`config.mk`:
```
export PLATFORM = sky130hd
export DESIGN_NAME = text_console_writer
export DESIGN_NICKNAME = d
export VERILOG_FILES = /design/src/rtl/text_console_pkg.sv /design/src/rtl/text_cursor.sv /design/src/rtl/text_console_writer.sv
export SDC_FILE = /design/constraint.sdc
export NUM_CORES = 1
export LEC_CHECK = 0
export CAP_MARGIN = 20
export CORE_MARGIN = 8
export CORE_UTILIZATION = 35
export CTS_CLUSTER_DIAMETER = 60
export DETAILED_ROUTE_END_ITERATION = 10
export SETUP_SLACK_MARGIN = 0.5
export SYNTH_ARGS = -nofsm -noshare
export SYNTH_HDL_FRONTEND = slang
export SYNTH_SLANG_ARGS = --single-unit
```
`constraint.sdc`:
```
create_clock -name i_pix_clk -period 3.3 [get_ports i_pix_clk]
set_input_delay 0.825 -clock i_pix_clk [delete_from_list [all_inputs] [get_ports i_pix_clk]]
set_output_delay 0.825 -clock i_pix_clk [all_outputs]
set_load 0.02 [all_outputs]
```
`src/rtl/text_console_pkg.sv`:
```
// Shared constants and types for the text console writer: control codes, blank fill, FSM and cursor op encodings.
package text_console_pkg;

   localparam logic [7:0] CH_BS = 8'h08;
   localparam logic [7:0] CH_LF = 8'h0A;
   localparam logic [7:0] CH_FF = 8'h0C;
   localparam logic [7:0] CH_CR = 8'h0D;

   localparam logic [7:0] BLANK_CHAR_DEFAULT = 8'h20;

   typedef enum logic [1:0] {
      ST_CLEAR_ALL,
      ST_IDLE,
      ST_CLEAR_ROW
   } state_e;

   typedef enum logic [2:0] {
      CUR_NOP,
      CUR_PRINT,
      CUR_CR,
      CUR_LF,
      CUR_BS,
      CUR_HOME
   } cur_op_e;

endpackage

```
`src/rtl/text_cursor.sv`:
```
// Cursor column/row and scroll base counters; a line advance is flagged combinationally from the requested op.
// Scrolling of the base row is compiled in only with TEXT_CONSOLE_SCROLL_EN.
module text_cursor
   import text_console_pkg::*;
#(
   parameter int COLS     = 32,
   parameter int ROWS     = 32,
   parameter int VIS_ROWS = 30
) (
   input  logic                      i_clk,
   input  logic                      i_reset,
   input  cur_op_e                   i_op,
   output logic [$clog2(COLS)-1:0]   o_col,
   output logic [$clog2(ROWS)-1:0]   o_row,
   output logic [$clog2(ROWS)-1:0]   o_base,
   output logic                      o_line_adv
);

   localparam int CW = $clog2(COLS);
   localparam int RW = $clog2(ROWS);
   localparam logic [CW-1:0] COL_LAST = CW'(COLS - 1);
   localparam logic [RW-1:0] VIS_LAST = RW'(VIS_ROWS - 1);

   logic [CW-1:0] col_q, col_d;
   logic [RW-1:0] row_q, row_d;
   logic [RW-1:0] base_q, base_d;

   assign o_line_adv = (i_op == CUR_LF) || ((i_op == CUR_PRINT) && (col_q == COL_LAST));

   always_comb begin
      col_d  = col_q;
      row_d  = row_q;
      base_d = base_q;
      case (i_op)
         CUR_PRINT: col_d = col_q + 1'b1;
         CUR_CR,
         CUR_LF:    col_d = '0;
         CUR_BS:    if (col_q != '0) col_d = col_q - 1'b1;
         CUR_HOME: begin
            col_d  = '0;
            row_d  = '0;
            base_d = '0;
         end
         default: ;
      endcase
      // Row index wraps naturally because ROWS is a power of two.
      if (o_line_adv) row_d = row_q + 1'b1;
`ifdef TEXT_CONSOLE_SCROLL_EN
      if (o_line_adv && ((row_q - base_q) == VIS_LAST)) base_d = base_q + 1'b1;
`else
      base_d = '0;
`endif
   end

   always_ff @(posedge i_clk) begin
      if (i_reset) begin
         col_q  <= '0;
         row_q  <= '0;
         base_q <= '0;
      end else begin
         col_q  <= col_d;
         row_q  <= row_d;
         base_q <= base_d;
      end
   end

   assign o_col  = col_q;
   assign o_row  = row_q;
   assign o_base = base_q;

endmodule

```
`src/rtl/text_console_writer.sv`:
```
// Character stream to text-buffer writer: printable codes write with 1-cycle latency, line advances and FF clear via FSM.
// Accepts only in IDLE (o_ready); optional scrolling with macro TEXT_CONSOLE_SCROLL_EN.
module text_console_writer
   import text_console_pkg::*;
#(
   parameter int         COLS       = 32,
   parameter int         ROWS       = 32,
   parameter int         VIS_ROWS   = 30,
   parameter logic [7:0] BLANK_CHAR = BLANK_CHAR_DEFAULT
) (
   input  logic                                   i_pix_clk,
   input  logic                                   i_reset,
   input  logic [7:0]                             i_char,
   input  logic                                   i_valid,
   output logic                                   o_ready,
   output logic                                   o_wr_en,
   output logic [$clog2(ROWS)+$clog2(COLS)-1:0]   o_wr_addr,
   output logic [7:0]                             o_wr_data,
   output logic [15:0]                            o_scroll_y,
   output logic [$clog2(COLS)-1:0]                o_cursor_col,
   output logic [$clog2(ROWS)-1:0]                o_cursor_row
);

   localparam int CW     = $clog2(COLS);
   localparam int RW     = $clog2(ROWS);
   localparam int ADDR_W = RW + CW;
   localparam logic [CW-1:0]     COL_LAST = CW'(COLS - 1);
   localparam logic [ADDR_W-1:0] ALL_LAST = ADDR_W'(ROWS * COLS - 1);

   state_e              state_q, state_d;
   logic [ADDR_W-1:0]   cnt_q, cnt_d;
   logic                wr_en_q, wr_en_d;
   logic [ADDR_W-1:0]   addr_q, addr_d;
   logic [7:0]          data_q, data_d;

   cur_op_e             cur_op;
   logic [CW-1:0]       cur_col;
   logic [RW-1:0]       cur_row;
   logic [RW-1:0]       base_row;
   logic                line_adv;
   logic                accept;

   assign o_ready = (state_q == ST_IDLE);
   assign accept  = i_valid && o_ready;

   always_comb begin
      cur_op = CUR_NOP;
      if (accept) begin
         case (i_char)
            CH_CR:   cur_op = CUR_CR;
            CH_LF:   cur_op = CUR_LF;
            CH_BS:   cur_op = CUR_BS;
            CH_FF:   cur_op = CUR_HOME;
            default: cur_op = CUR_PRINT;
         endcase
      end
   end

   text_cursor #(
      .COLS     (COLS),
      .ROWS     (ROWS),
      .VIS_ROWS (VIS_ROWS)
   ) u_cursor (
      .i_clk      (i_pix_clk),
      .i_reset    (i_reset),
      .i_op       (cur_op),
      .o_col      (cur_col),
      .o_row      (cur_row),
      .o_base     (base_row),
      .o_line_adv (line_adv)
   );

   always_comb begin
      state_d = state_q;
      cnt_d   = cnt_q;
      wr_en_d = 1'b0;
      addr_d  = addr_q;
      data_d  = data_q;
      case (state_q)
         ST_CLEAR_ALL: begin
            wr_en_d = 1'b1;
            addr_d  = cnt_q;
            data_d  = BLANK_CHAR;
            cnt_d   = cnt_q + 1'b1;
            if (cnt_q == ALL_LAST) state_d = ST_IDLE;
         end
         ST_CLEAR_ROW: begin
            // cur_row has already advanced to the row being cleared.
            wr_en_d = 1'b1;
            addr_d  = {cur_row, cnt_q[CW-1:0]};
            data_d  = BLANK_CHAR;
            cnt_d   = cnt_q + 1'b1;
            if (cnt_q[CW-1:0] == COL_LAST) state_d = ST_IDLE;
         end
         ST_IDLE: begin
            case (cur_op)
               CUR_PRINT: begin
                  wr_en_d = 1'b1;
                  addr_d  = {cur_row, cur_col};
                  data_d  = i_char;
               end
               CUR_BS: begin
                  if (cur_col != '0) begin
                     wr_en_d = 1'b1;
                     addr_d  = {cur_row, cur_col - 1'b1};
                     data_d  = BLANK_CHAR;
                  end
               end
               CUR_HOME: begin
                  state_d = ST_CLEAR_ALL;
                  cnt_d   = '0;
               end
               default: ;
            endcase
            if (line_adv) begin
               state_d = ST_CLEAR_ROW;
               cnt_d   = '0;
            end
         end
         default: begin
            state_d = ST_CLEAR_ALL;
            cnt_d   = '0;
         end
      endcase
   end

   always_ff @(posedge i_pix_clk) begin
      if (i_reset) begin
         state_q <= ST_CLEAR_ALL;
         cnt_q   <= '0;
         wr_en_q <= 1'b0;
         addr_q  <= '0;
         data_q  <= BLANK_CHAR;
      end else begin
         state_q <= state_d;
         cnt_q   <= cnt_d;
         wr_en_q <= wr_en_d;
         addr_q  <= addr_d;
         data_q  <= data_d;
      end
   end

   assign o_wr_en      = wr_en_q;
   assign o_wr_addr    = addr_q;
   assign o_wr_data    = data_q;
   assign o_scroll_y   = 16'({base_row, 3'b000});
   assign o_cursor_col = cur_col;
   assign o_cursor_row = cur_row;

endmodule

```
Yosys cells after proc, flatten, opt, wreduce, memory -nomap -nowiden --
Cells that the tools add are included.
Word-level totals: register bits 41
Cells by class: $add $sub $neg 4, eq/ne operators 20, multiplexer cells 23, reductions and logical operators 15
Operators by type and width (number):
- 10-bit one-hot mux with 2 select lines | 2
- 8-bit by 4-bit == test with 1-bit output (second input constant) | 4
- 8-bit one-hot mux with 2 select lines | 2
- 10-bit two-way mux | 3
- 10-bit one-hot mux with 3 select lines | 1
- 5-bit two-way mux | 3
- 5-bit one-hot mux with 3 select lines | 1
- 3-bit one-hot mux with 4 select lines | 1
- 10-bit by 1-bit adder with 10-bit output (second input constant) | 1
- 5-bit by 1-bit adder with 5-bit output (second input constant) | 2
- 10-bit == test (second input constant) | 1
- 5-bit == test (second input constant) | 2
- 3-bit AND reduction | 3
- 2-bit two-way mux | 4
- 8-bit two-way mux | 1
- 3-bit by 2-bit == test with 1-bit output (second input constant) | 2
- 3-bit == test (second input constant) | 2
- 2-bit != test (second input constant) | 3
- 3-bit by 1-bit != test with 1-bit output (second input constant) | 2
- 2-bit one-hot mux with 3 select lines | 1
- 3-bit nonzero test | 2
- 5-bit nonzero test | 1
- 5-bit by 1-bit subtractor with 5-bit output (second input constant) | 1
- 1-bit one-hot mux with 2 select lines | 2
- 13 further kinds | 15

Longest topological paths before layout --
Gate-level depths: netlist of run 1.
word-level depth 8, depth in mapped cells 10, depth with buffers taken out 9

By module --
Synthesis of run 1 repeated with hierarchy kept, for this count alone.
Unflattened totals: cells, all modules 317, area total of the unflattened synthesis 2623.8 µm²
By module, submodules not included:
- text_console_writer | instances 1, cells an instance 220, area an instance 1863.0 µm², seq. area each 620.6 µm²
- text_cursor | instances 1, cells an instance 97, area an instance 760.7 µm², seq. area each 200.2 µm²

Worst setup path after synthesis of run 1 --
OpenSTA, ideal clock, no wires.
path kind input -> register, start point input i_char[1], end point register cnt_q[8], library setup time 0.100 ns, data arrival time 2.301 ns, slack 0.900 ns, stages on the path 6, path buffers 1, path through buf_6 -> or4b_4 -> o311ai_4 -> and3_4 -> a21oi_1 -> a2111oi_4
Between the ends: longest elaborated chain between the ends 8
RTL lines:
- start, declared | RTL line text_console_writer.sv:13 | input logic [7:0] i_char,
- 8-bit by 4-bit == test with 1-bit output | RTL line text_console_writer.sv:49 | case (i_char)
- 3-bit one-hot mux with 4 select lines * | RTL line text_console_writer.sv:49
- 3-bit two-way mux * | RTL line text_console_writer.sv:48 | if (accept) begin
- 3-bit by 1-bit == test with 1-bit output | RTL line text_cursor.sv:28 | assign o_line_adv = (i_op == CUR_LF) || ((i_op == CUR_PRINT) && (col_q == COL_LAST));
- 1-bit logical AND | RTL line text_cursor.sv:28
- 1-bit logical OR | RTL line text_cursor.sv:28
- 10-bit two-way mux | RTL line text_console_writer.sv:115 | if (line_adv) begin
- 10-bit one-hot mux with 2 select lines | RTL line text_console_writer.sv:79 | case (state_q)
- end signal, assigned | RTL line text_console_writer.sv:136 | cnt_q <= cnt_d;
- end, declared | RTL line text_console_writer.sv:31 | logic [ADDR_W-1:0] cnt_q, cnt_d;
Every way passes the cells marked *; elsewhere a longest branch is shown, timed or not. A chain may end at the register's enable or synchronous reset.

Final worst setup path of run 1 --
start point register state_q[1], end point output o_ready
Between the ends: longest elaborated chain between the ends 1
RTL lines:
- start, declared | RTL line text_console_writer.sv:30 | state_e state_q, state_d;
- start signal, assigned | RTL line text_console_writer.sv:135 | state_q <= state_d;
- 2-bit by 1-bit == test with 1-bit output | RTL line text_console_writer.sv:43 | assign o_ready = (state_q == ST_IDLE);
- end, declared | RTL line text_console_writer.sv:15 | output logic o_ready,
Every way passes these cells.

==> results of run 1 <==
[routing by layer]
metal / vias up / wire length [um] / share of wire / track usage
met3: 6 / 325 / 0.048 / 0.03270
met2: 59 / 3211 / 0.47 / 0.2269
met1: 1105 / 3166 / 0.47 / 0.1610
met5: - / 0 / 0 / 0
met4: 0 / 96 / 0.014 / 0.04402
li1: 1175 / - / - / -
[worst paths after layout]
| check | endpoint | start | slack [ns] |
|---|---|---|---|
| hold / removal | o_wr_data[3] | o_wr_data[3] | 0.49 |
| setup reg to reg | o_wr_addr[0] | state_q[1] | 0.87 |
| setup / recovery | o_ready | state_q[1] | 0.63 |
| hold reg to reg | o_wr_data[3] | o_wr_data[3] | 0.49 |
[worst register-to-register path, cell delays in order, from the launching register on]
cell and delay [ns]:
dfxtp_1 0.35, inv_1 0.10, ha_1 0.42, and4bb_2 0.37, nand3_1 0.22, inv_2 0.21
ha_1 0.28, nor2_1 0.11, a21oi_1 0.05, a211oi_1 0.23
[placed cells by master, fill, tap and decap left out, types with 3 or more instances in the layout]
| master | Yosys | final |
|---|---|---|
| nand4_1 | 6 | 6 |
| clkbuf_8 | 0 | 5 |
| nor2b_1 | 3 | 3 |
| or3_1 | 5 | 5 |
| ha_1 | 12 | 12 |
| buf_4 | 16 | 10 |
| inv_1 | 17 | 17 |
| o32ai_2 | 4 | 4 |
| nor2_1 | 33 | 33 |
| or2_2 | 4 | 4 |
| a21oi_2 | 4 | 4 |
| nor4_1 | 4 | 4 |
| and2_1 | 3 | 3 |
| clkdlybuf4s50_1 | 0 | 40 |
| a31oi_1 | 5 | 5 |
| conb_1 | 1 | 16 |
| nand3_1 | 13 | 13 |
| o21ai_0 | 6 | 6 |
| xnor2_1 | 3 | 3 |
| a211oi_1 | 12 | 12 |
| a22o_1 | 6 | 6 |
| nor4b_1 | 3 | 3 |
| and3_1 | 3 | 3 |
| xor2_1 | 4 | 4 |
| mux2i_1 | 3 | 3 |
| a21oi_1 | 14 | 14 |
| dfxtp_1 | 41 | 41 |
| o31a_1 | 3 | 3 |
| o211ai_1 | 4 | 4 |
| a311oi_1 | 3 | 3 |
| nand2b_1 | 3 | 3 |
| nand2_1 | 20 | 20 |
[repair_timing]
action / in CTS / in global routing
gates resized for setup: 0 / 2
hold buffers: 0 / 0
endpoints found under the setup margin: 0 / 4
setup buffers: 0 / 3
[cell families (layout without fill, tap and decap cells)]
| logic type | Yosys count | in the layout | synth area share |
|---|---|---|---|
| and+or+nand+nor | 114 | 114 | 0.2343 |
| AOI/OAI and AO/OA | 81 | 81 | 0.2520 |
| buffers and inverters | 52 | 76 | 0.1054 |
| DFF | 41 | 41 | 0.3143 |
| adders and majority gates | 12 | 12 | 0.05750 |
| xor gates and xnor gates | 7 | 7 | 0.02348 |
| muxes | 3 | 3 | 0.01150 |
| other | 1 | 16 | 0.001436 |
[flip-flops by register name (all words and copies together) (netlist names)]
| signal | flops |
|---|---|
| o_wr_addr | 10 |
| o_wr_data | 8 |
| o_wr_en | 1 |
| u_cursor.o_col | 5 |
| u_cursor.o_row | 5 |
| state_q | 2 |
| cnt_q | 10 |
[through the flow]
step                        util  power [uW]  hold slack (ns)  instance area (um^2)
after CTS                 0.4301       929.0           0.4924                  3119
after detailed placement  0.4187       602.1           0.4662                  3037
after global placement    0.4187       601.7           0.4698                  3037
after global routing      0.4349       954.3           0.5052                  3154
after floorplan                -       584.6           0.4546                  2668
final                     0.4349       915.6           0.4915                  3154
[where the power goes]
group / switching (uW) / internal (uW)
combinational: 56.6 / 32.1
clock: 175 / 147
sequential: 4.95 / 500
[final cells by class]
type,instances,area share
multi-input combinational,233,0.5022
sequential,41,0.2602
timing repair buffer,50,0.1507
tap,99,0.03927
clock buffer,6,0.02301
inverter,18,0.02142
clock inverter,2,0.003173
==> metrics.md, run 1 <==
| Metric | Value |
|---|---|
| Vias | 2345 |
| Placer congestion estimate | 0.8252 |
| Status | complete, no violations |
| Multi-input gate area | 0.001584 mm^2 |
| Area growth syn-to-layout | 20.80% |
| Count leader, synth | dfxtp_1 |
| VDD IR max | 0.1506 mV |
| Required time worst endpoint | 2.47 ns |
| Placed insts | 438 |
| Endpoint class of the critical path | primary output |
| Filler cells | 758 |
| Syn avg cell area | 8.396 um^2 |
| Post-route ant nets | 0 |
| Drt total wl | 6800 um |
| Pre-CTS WS | 0.2639 ns |
| CP Max Fanout | 11 |
| CTS tree | built |
| Vias in the first global route | 2304 |
| Clock Path Buffers | 2 |
| Setup TNS | 0 ns |
| Total CTS buffers | 5 |
| Final period util | 0.8106 |
| Startpoint Class | flip-flop |
| Register area | 820.8 um^2 |
| Die area | 0.01048 mm^2 |
| Syn Inst Count | 311 |
| Part of the Yosys area used for sequential elements | 0.3143 |
| Final setup vio count | 0 |
| Fmax | 0.3738 GHz |
| DRC Markers | 0 |
| Drt first pass iters | 4 |
| Crit-path slowest cell | clkdlybuf4s50_1 |
| Worst R2R Path Depth | 9 |
| Largest net degree at the start of global routing | 37 |
| Primary FF master, synth | dfxtp_1 |
| H-Tree Depth | 2 |
| Final Critical Period | 2.675 ns |
| Core area | 0.007253 mm^2 |
| CTS Sinks | 41 |
| Initial drt markers | 88 |
| Dpl hpwl | 5103 um |
| Arrival @ worst endpoint | 1.85 ns |
| Synthesized cell area | 0.002611 mm^2 |
| Crit path depth | 3 |
| Number of port buffers | 40 |
| Slew @ Worst Pin | 0.6517 ns |
| Vias per inst | 5.223 |
| Max-cap viol count | 0 |
| HP Class | flip-flop to flip-flop |
| Yosys reg bits | 41 |
| Worst path top cell family by delay | buffers and inverters |
| Final hold vios | 0 |
| Final worst slack | 0.6251 ns |
| Floorplan die height | 102.4 um |
| Ys Warns | 0 |
| Antenna cells | 0 |
| Initial Utilization | 0.3600 |
| Total global-route track usage | 0.1339 |
| Final nets | 372 |
| Layout cell share with drive strength beyond 1 | 0.1143 |
| Wire per inst | 15.14 um |
| Post-route insts no fill | 449 |
| Power per cell area | 290.3 mW/mm^2 |
| Initial antenna violation count | 0 |
| Cell taking the most area after synthesis | dfxtp_1 |
| Lkg Pwr | 0.001146 uW |
| First-pass GRT wire length | 11320 um |
| Synth cell count leaders | dfxtp_1 (41), nor2_1 (33), nand2_1 (20) |
| Row Count | 31 |
| GRT overflow | 0 |
| Die Wd | 102.4 um |
| Hold Path Stages | 1 |
| CP peak stage delay | 0.69 ns |
| Yosys cell types | 62 |
| Clock skew | 0.005276 ns |
| CP Cell Sequence | inv_1 -> ha_1 -> clkdlybuf4s50_1 |
| RSZ-0062 raised after global routing | yes |
| CP bufs+invs | 2 |
| Later-pin clock latency in the skew report | 0.29 ns |
| Slew Limit Headroom | 0.5594 |
| Clock slew at reported path FFs | 0.08 ns |
| CTS Root Cell | clkbuf_8 |
| Pins Over Slew Limit | 0 |
| Top Ports | 57 |
| Synth top area cells | dfxtp_1 (31%), ha_1 (5.7%), nor2_1 (4.7%) |
| Synth async-reset ratio | 0 |
| Post-synth EDFFs | 0 |
| Crit Path Category | flip-flop to primary output |
| Synth top area share | 0.3143 |
No activity file was read; power rests on OpenSTA's default activity.
==> inputs of run 2 (changes only) <==
==> constraint.sdc (replaced) <==
create_clock -name i_pix_clk -period 2.39 [get_ports i_pix_clk]
set_input_delay 0.5975 -clock i_pix_clk [delete_from_list [all_inputs] [get_ports i_pix_clk]]
set_output_delay 0.5975 -clock i_pix_clk [all_outputs]
set_load 0.02 [all_outputs]
==> run 2 against run 1 <==
  * Combinational power is 70% higher
  * Wire length is 19% higher
  * Worst setup slack worse by 0.21 ns
  * Critical path depth is 3 higher
  * Clock skew hardly changed
  * Hold slack worse by 0.012 ns
  * Critical path type is now input port to flip-flop
  * Largest power group unchanged
==> metrics.md, run 2 (same netlist as run 1, synthesis figures left out) <==
| Metric | Value |
|---|---|
| Power per cell area | 355.6 mW/mm^2 (+23%) |
| Commonest non-fill, non-tap cell in the layout | buf_4 |
| Antenna cells | 0 (unchanged) |
| Final nets | 421 (+13%) |
| Die area | 0.01048 mm^2 (unchanged) |
| DRC Markers | 0 (unchanged) |
| Vias per inst | 5.173 (-0.95%) |
| CTS Sinks | 41 (unchanged) |
| CP Cell Sequence | buf_6 -> or4b_4 -> o311ai_4 -> and3_4 -> a221o_1 -> mux2i_1 |
| Total global-route track usage | 0.1521 (+0.01826) |
| RSZ-0062 raised after global routing | yes |
| Required time worst endpoint | 2.61 ns (+0.14 ns) |
| CTS Root Cell | clkbuf_8 |
| Row Count | 31 (unchanged) |
| GRT overflow | 0 (unchanged) |
| H-Tree Depth | 2 (unchanged) |
| CP peak stage delay | 0.55 ns (-0.14 ns) |
| Post-CTS Hold Buffers | 0 (unchanged) |
| CP Max Fanout | 5 (-6) |
| Area growth syn-to-layout | 50.41% |
| Placer congestion estimate | 0.9391 (+14%) |
| Post-route insts no fill | 497 (+11%) |
| Filler cells | 683 (-9.9%) |
| Drt first pass iters | 4 (unchanged) |
| Drt total wl | 8096 um (+19%) |
| Hold Path Stages | 1 (unchanged) |
| Crit Path Category | input port to flip-flop |
| Core area | 0.007253 mm^2 (unchanged) |
| Later-pin clock latency in the skew report | 0.30 ns (about the same) |
| Status | complete, no violations |
| Setup crit start | i_char[7] |
| Vias in the first global route | 2477 (+7.5%) |
| Final setup vio count | 0 (unchanged) |
| Wire per inst | 16.29 um (+7.6%) |
| Clock Path Buffers | 2 (unchanged) |
| Initial antenna violation count | 0 (unchanged) |
| Die Wd | 102.4 um (unchanged) |
| Final period util | 0.8275 |
| Initial Utilization | 0.3600 (unchanged) |
| Vias | 2571 (+9.6%) |
| Clock skew | 0.004880 ns (-0.0003957 ns) |
| CP bufs+invs | 1 (-1) |
| Largest net degree at the start of global routing | 20 (-46%) |
| Placed insts | 468 (+6.8%) |
| Layout cell share with drive strength beyond 1 | 0.3693 (+0.2551) |
| Initial drt markers | 97 (+10%) |
| Lkg Pwr | 0.001621 uW (+42%) |
| Clock slew at reported path FFs | 0.08 ns (about the same) |
| Arrival @ worst endpoint | 2.20 ns (+0.35 ns) |
| Post-route ant nets | 0 (unchanged) |
| VDD IR max | 0.3565 mV (+140%) |
| Max-cap viol count | 0 (unchanged) |
| Most frequent cells in the layout | buf_4 (43), dfxtp_1 (37), nor2_1 (23) |
| Setup TNS | 0 ns (unchanged) |
| Pins Over Slew Limit | 0 (unchanged) |
| Crit-path slowest cell | or4b_4 |
| Endpoint class of the critical path | flip-flop |
| Startpoint Class | input port |
| Dpl hpwl | 5561 um (+9.0%) |
| Crit path depth | 6 (+3) |
| Min-delay src | o_wr_data[3] |
| Number of port buffers | 40 (unchanged) |
| Final hold vios | 0 (unchanged) |
| Total CTS buffers | 5 (unchanged) |
| Worst path top cell family by delay | simple AND/OR/NAND/NOR gates |
| Floorplan die height | 102.4 um (unchanged) |
| CTS tree | built |
| Final Critical Period | 1.978 ns |
| Top Ports | 57 (unchanged) |
| HP Class | flip-flop to flip-flop |
| Fmax | 0.5056 GHz |
| First-pass GRT wire length | 12670 um (+12%) |
| Worst R2R Path Depth | 7 (-2) |
| RR Startpoint | u_cursor.o_col[0] |
==> run 2: cell types whose count changed in the layout (fill, tap and decap cells not counted), sizes merged <==
| cell | before | now |
|---|---|---|
| buf | 10 | 65 |
| clkdlybuf4s50 | 40 | 14 |
| dlygate4sd2 | 0 | 13 |
| dlymetal6s2s | 0 | 6 |
| bufinv | 0 | 1 |
| clkinv | 2 | 1 |
==> run 2: per-layer routing <==
metal	routed length, um	share of wire	track usage	vias up
met2	3923	0.48	0.2479	58
met3	445	0.055	0.03202	8
met5	0	0	0	-
met1	3634	0.45	0.1973	1227
li1	-	-	-	1278
met4	92	0.011	0.04063	0
==> run 2: power by group <==
group	internal (uW)	leakage [uW]	total [uW]	switching, uW
combinational	59.6	0.00123	151	91.7
sequential	688	0.000334	696	7.92
clock	304	0.0000540	550	246
==> run 2: timing repair <==
action                                  4_1_cts  5_1_grt
hold endpoints to repair                      0        0
resized for setup                            76       58
endpoints found under the setup margin       52       46
pin swaps                                    25       31
buffers inserted                             16        4
cloned                                        1        1
==> run 2: worst paths after layout <==
path,to,slack [ns]
worst min register to register,o_wr_data[3],0.48
worst max register to register,state_q[1],0.49
worst max-delay path,state_q[1],0.41
worst min-delay path,o_wr_data[3],0.48
==> run 2: metrics by stage <==
step	util	instance area, um^2	hold slack [ns]	setup WS, ns	total power, uW
after detailed placement	0.4564	3311	0.4643	-0.2412	851.7
after global placement	0.4564	3311	0.4624	-0.2287	850.1
after floorplan	-	2733	0.4546	0.2723	810.5
after global routing	0.5415	3928	0.5060	0.3781	1450
after CTS	0.5018	3640	0.4746	0.3879	1406
final	0.5415	3928	0.4799	0.4123	1397
==> run 2: cell type report <==
type | count | area, um^2 | area share
Multi-Input combinational cell | 233 | 1884 | 0.4798
Clock buffer | 5 | 68.82 | 0.01752
Clock inverter | 2 | 35.03 | 0.008920
Sequential cell | 41 | 830.8 | 0.2115
Tap cell | 99 | 123.9 | 0.03154
Inverter | 18 | 70.07 | 0.01784
Timing Repair Buffer | 99 | 914.6 | 0.2329
==> inputs of run 3 (changes only) <==
==> constraint.sdc (replaced) <==
create_clock -name i_pix_clk -period 1.65 [get_ports i_pix_clk]
set_input_delay 0.4125 -clock i_pix_clk [delete_from_list [all_inputs] [get_ports i_pix_clk]]
set_output_delay 0.4125 -clock i_pix_clk [all_outputs]
set_load 0.02 [all_outputs]
==> run 3 against run 2 <==
  * The flow now finishes with violations (negative setup slack)
  * Worst setup slack worse by 0.57 ns
  * Final area is 21% higher
  * Wire length is 13% higher
  * Via count is 13% higher
  * Critical path depth is 1 higher
  * Register-to-register slack worse by 0.65 ns
  * Sequential power is 44% higher
  * First-iteration DRC count is 13% lower
  * Clock power is 84% higher
  * Sequential cell count stayed put
  * Highest routed layer unchanged
==> metrics.md, run 3 (same netlist as run 1, synthesis figures left out) <==
| Metric | Value |
|---|---|
| Status | finished, violations left |
| Failing checks | negative setup slack |
| Arrival @ worst endpoint | 2.00 ns (-0.20 ns) |
| Row Count | 31 (unchanged) |
| VDD IR max | 0.3108 mV (-13%) |
| Fmax | 0.5519 GHz |
| Lkg Pwr | 0.001946 uW (+20%) |
| H-Tree Depth | 2 (unchanged) |
| Final period util | 1.098 |
| CTS Root Cell | clkbuf_8 |
| Placed insts | 515 (+10%) |
| Vias | 2893 (+13%) |
| Startpoint Class | flip-flop |
| Clock Path Buffers | 2 (unchanged) |
| Placer congestion estimate | 0.8767 (-6.6%) |
| Layout cell share with drive strength beyond 1 | 0.6485 (+0.2791) |
| HP Class | input port to flip-flop |
| Clock skew | 0.006660 ns (+0.001781 ns) |
| GRT overflow | 0 (unchanged) |
| Dpl hpwl | 6191 um (+11%) |
| CTS Sinks | 41 (unchanged) |
| Final nets | 480 (+14%) |
| Power per cell area | 479.4 mW/mm^2 (+35%) |
| Final Critical Period | 1.812 ns |
| Initial Utilization | 0.3600 (unchanged) |
| Commonest non-fill, non-tap cell in the layout | buf_4 |
| CTS tree | built |
| Vias in the first global route | 2893 (+17%) |
| Crit Path Category | flip-flop to flip-flop |
| Core area | 0.007253 mm^2 (unchanged) |
| Initial antenna violation count | 0 (unchanged) |
| Area growth syn-to-layout | 81.70% |
| First-pass GRT wire length | 13890 um (+9.6%) |
| RSZ-0062 raised after global routing | yes |
| Total global-route track usage | 0.1660 (+0.01390) |
| Vias per inst | 5.194 (+0.40%) |
| Total CTS buffers | 5 (unchanged) |
| Floorplan die height | 102.4 um (unchanged) |
| Top Ports | 57 (unchanged) |
| DRC Markers | 0 (unchanged) |
| Die area | 0.01048 mm^2 (unchanged) |
| Drt total wl | 9185 um (+13%) |
| Filler cells | 579 (-15%) |
| Die Wd | 102.4 um (unchanged) |
| CP Max Fanout | 5 (unchanged) |
| Wire per inst | 16.49 um (+1.2%) |
| Later-pin clock latency in the skew report | 0.30 ns (about the same) |
| Max-cap viol count | 0 (unchanged) |
| Antenna cells | 0 (unchanged) |
| Final worst slack | -0.1621 ns (-0.5743 ns) |
| Required time worst endpoint | 1.84 ns (-0.77 ns) |
| Overall power | 2274 uW (+63%) |
| Largest net degree at the start of global routing | 16 (-20%) |
| Clock slew at reported path FFs | 0.09 ns (about the same) |
| Endpoint class of the critical path | flip-flop |
| Drt first pass iters | 4 (unchanged) |
| Final setup vio count | 38 (+38) |
| Number of port buffers | 40 (unchanged) |
| Post-route insts no fill | 557 (+12%) |
| Pins Over Slew Limit | 0 (unchanged) |
| Final hold vios | 0 (unchanged) |
| Most frequent cells in the layout | buf_4 (89), buf_6 (58), dfxtp_2 (25) |
| Post-route ant nets | 0 (unchanged) |
| Initial drt markers | 84 (-13%) |
## run 3: changes by cell type in the layout (fill, tap and decap cells not counted), moves of 6 or more
cell             previous run  this run
dlymetal6s2s_1              6         0
clkdlybuf4s50_1            14         1
buf_4                      43        89
dfxtp_2                     2        25
dlygate4sd2_1              13         1
dfxtp_1                    37        10
a21oi_1                    13         7
buf_6                      14        58
## run 3: report_power, final
part | switching, uW | total (uW) | leakage, uW | internal [uW]
sequential | 8.48 | 999 | 0.000348 | 990
clock | 398 | 1010 | 0.0000687 | 610
combinational | 151 | 268 | 0.00153 | 117
total | 557 | 2270 | 0.00195 | 1720
## run 3: metrics by stage
stage               setup TNS (ns)  utilization  area, um^2  setup WS [ns]  hold WS [ns]
global placement            -29.02       0.5122        3715        -0.7724        0.4601
global route                -5.035       0.6541        4745        -0.1997        0.4219
detailed placement          -30.28       0.5122        3715        -0.8483        0.4670
floorplan                   -6.049            -        2784        -0.2826        0.4546
CTS                         -2.765       0.5944        4312        -0.1824        0.4002
finish                      -2.799       0.6541        4745        -0.1621        0.4077
## run 3: what timing repair did
action                                  in CTS  in global routing
resized for setup                          300                 79
setup buffers                               19                 13
endpoints found under the setup margin      71                 71
hold buffers                                 0                  0
cloned                                       2                  0
pin swaps                                   20                 45
## run 3: layout make-up
class,count,area (um^2),share of cell area
multi-input combinational,233,2091,0.4407
inverter,18,77.57,0.01635
tap,99,123.9,0.02611
clock inverter,3,68.82,0.01450
timing repair buffer,158,1440,0.3035
clock buffer,5,68.82,0.01450
sequential,41,874.6,0.1843
## run 3: final timing paths
kind | depth (start not counted) | slack, ns | startpoint | to
worst max-delay path | 7 | -0.16 | state_q[1] | o_wr_addr[2]
worst min-delay path | 2 | 0.41 | i_char[4] | o_wr_data[4]
worst max register to register | 7 | -0.16 | state_q[1] | o_wr_addr[2]
worst min register to register | 2 | 0.47 | cnt_q[7] | cnt_q[7]
## run 3: worst max-delay path, cell delays in order, from the launching register on
cell       delay, ns
dfxtp_2         0.33
inv_2           0.07
ha_4            0.13
and4bb_4        0.30
nand4_1         0.24
xor2_1          0.31
a2bb2oi_2       0.23
a211oi_2        0.09
## run 3: per-layer routing
layer  wire length [um]  vias to the layer above  share of wire  track usage
met5                  0                        -              0            0
met4                130                        0          0.014      0.05418
met3                452                       15          0.049      0.02929
met2               4833                       80           0.53       0.2934
met1               3768                     1403           0.41       0.1970
li1                   -                     1395              -            -
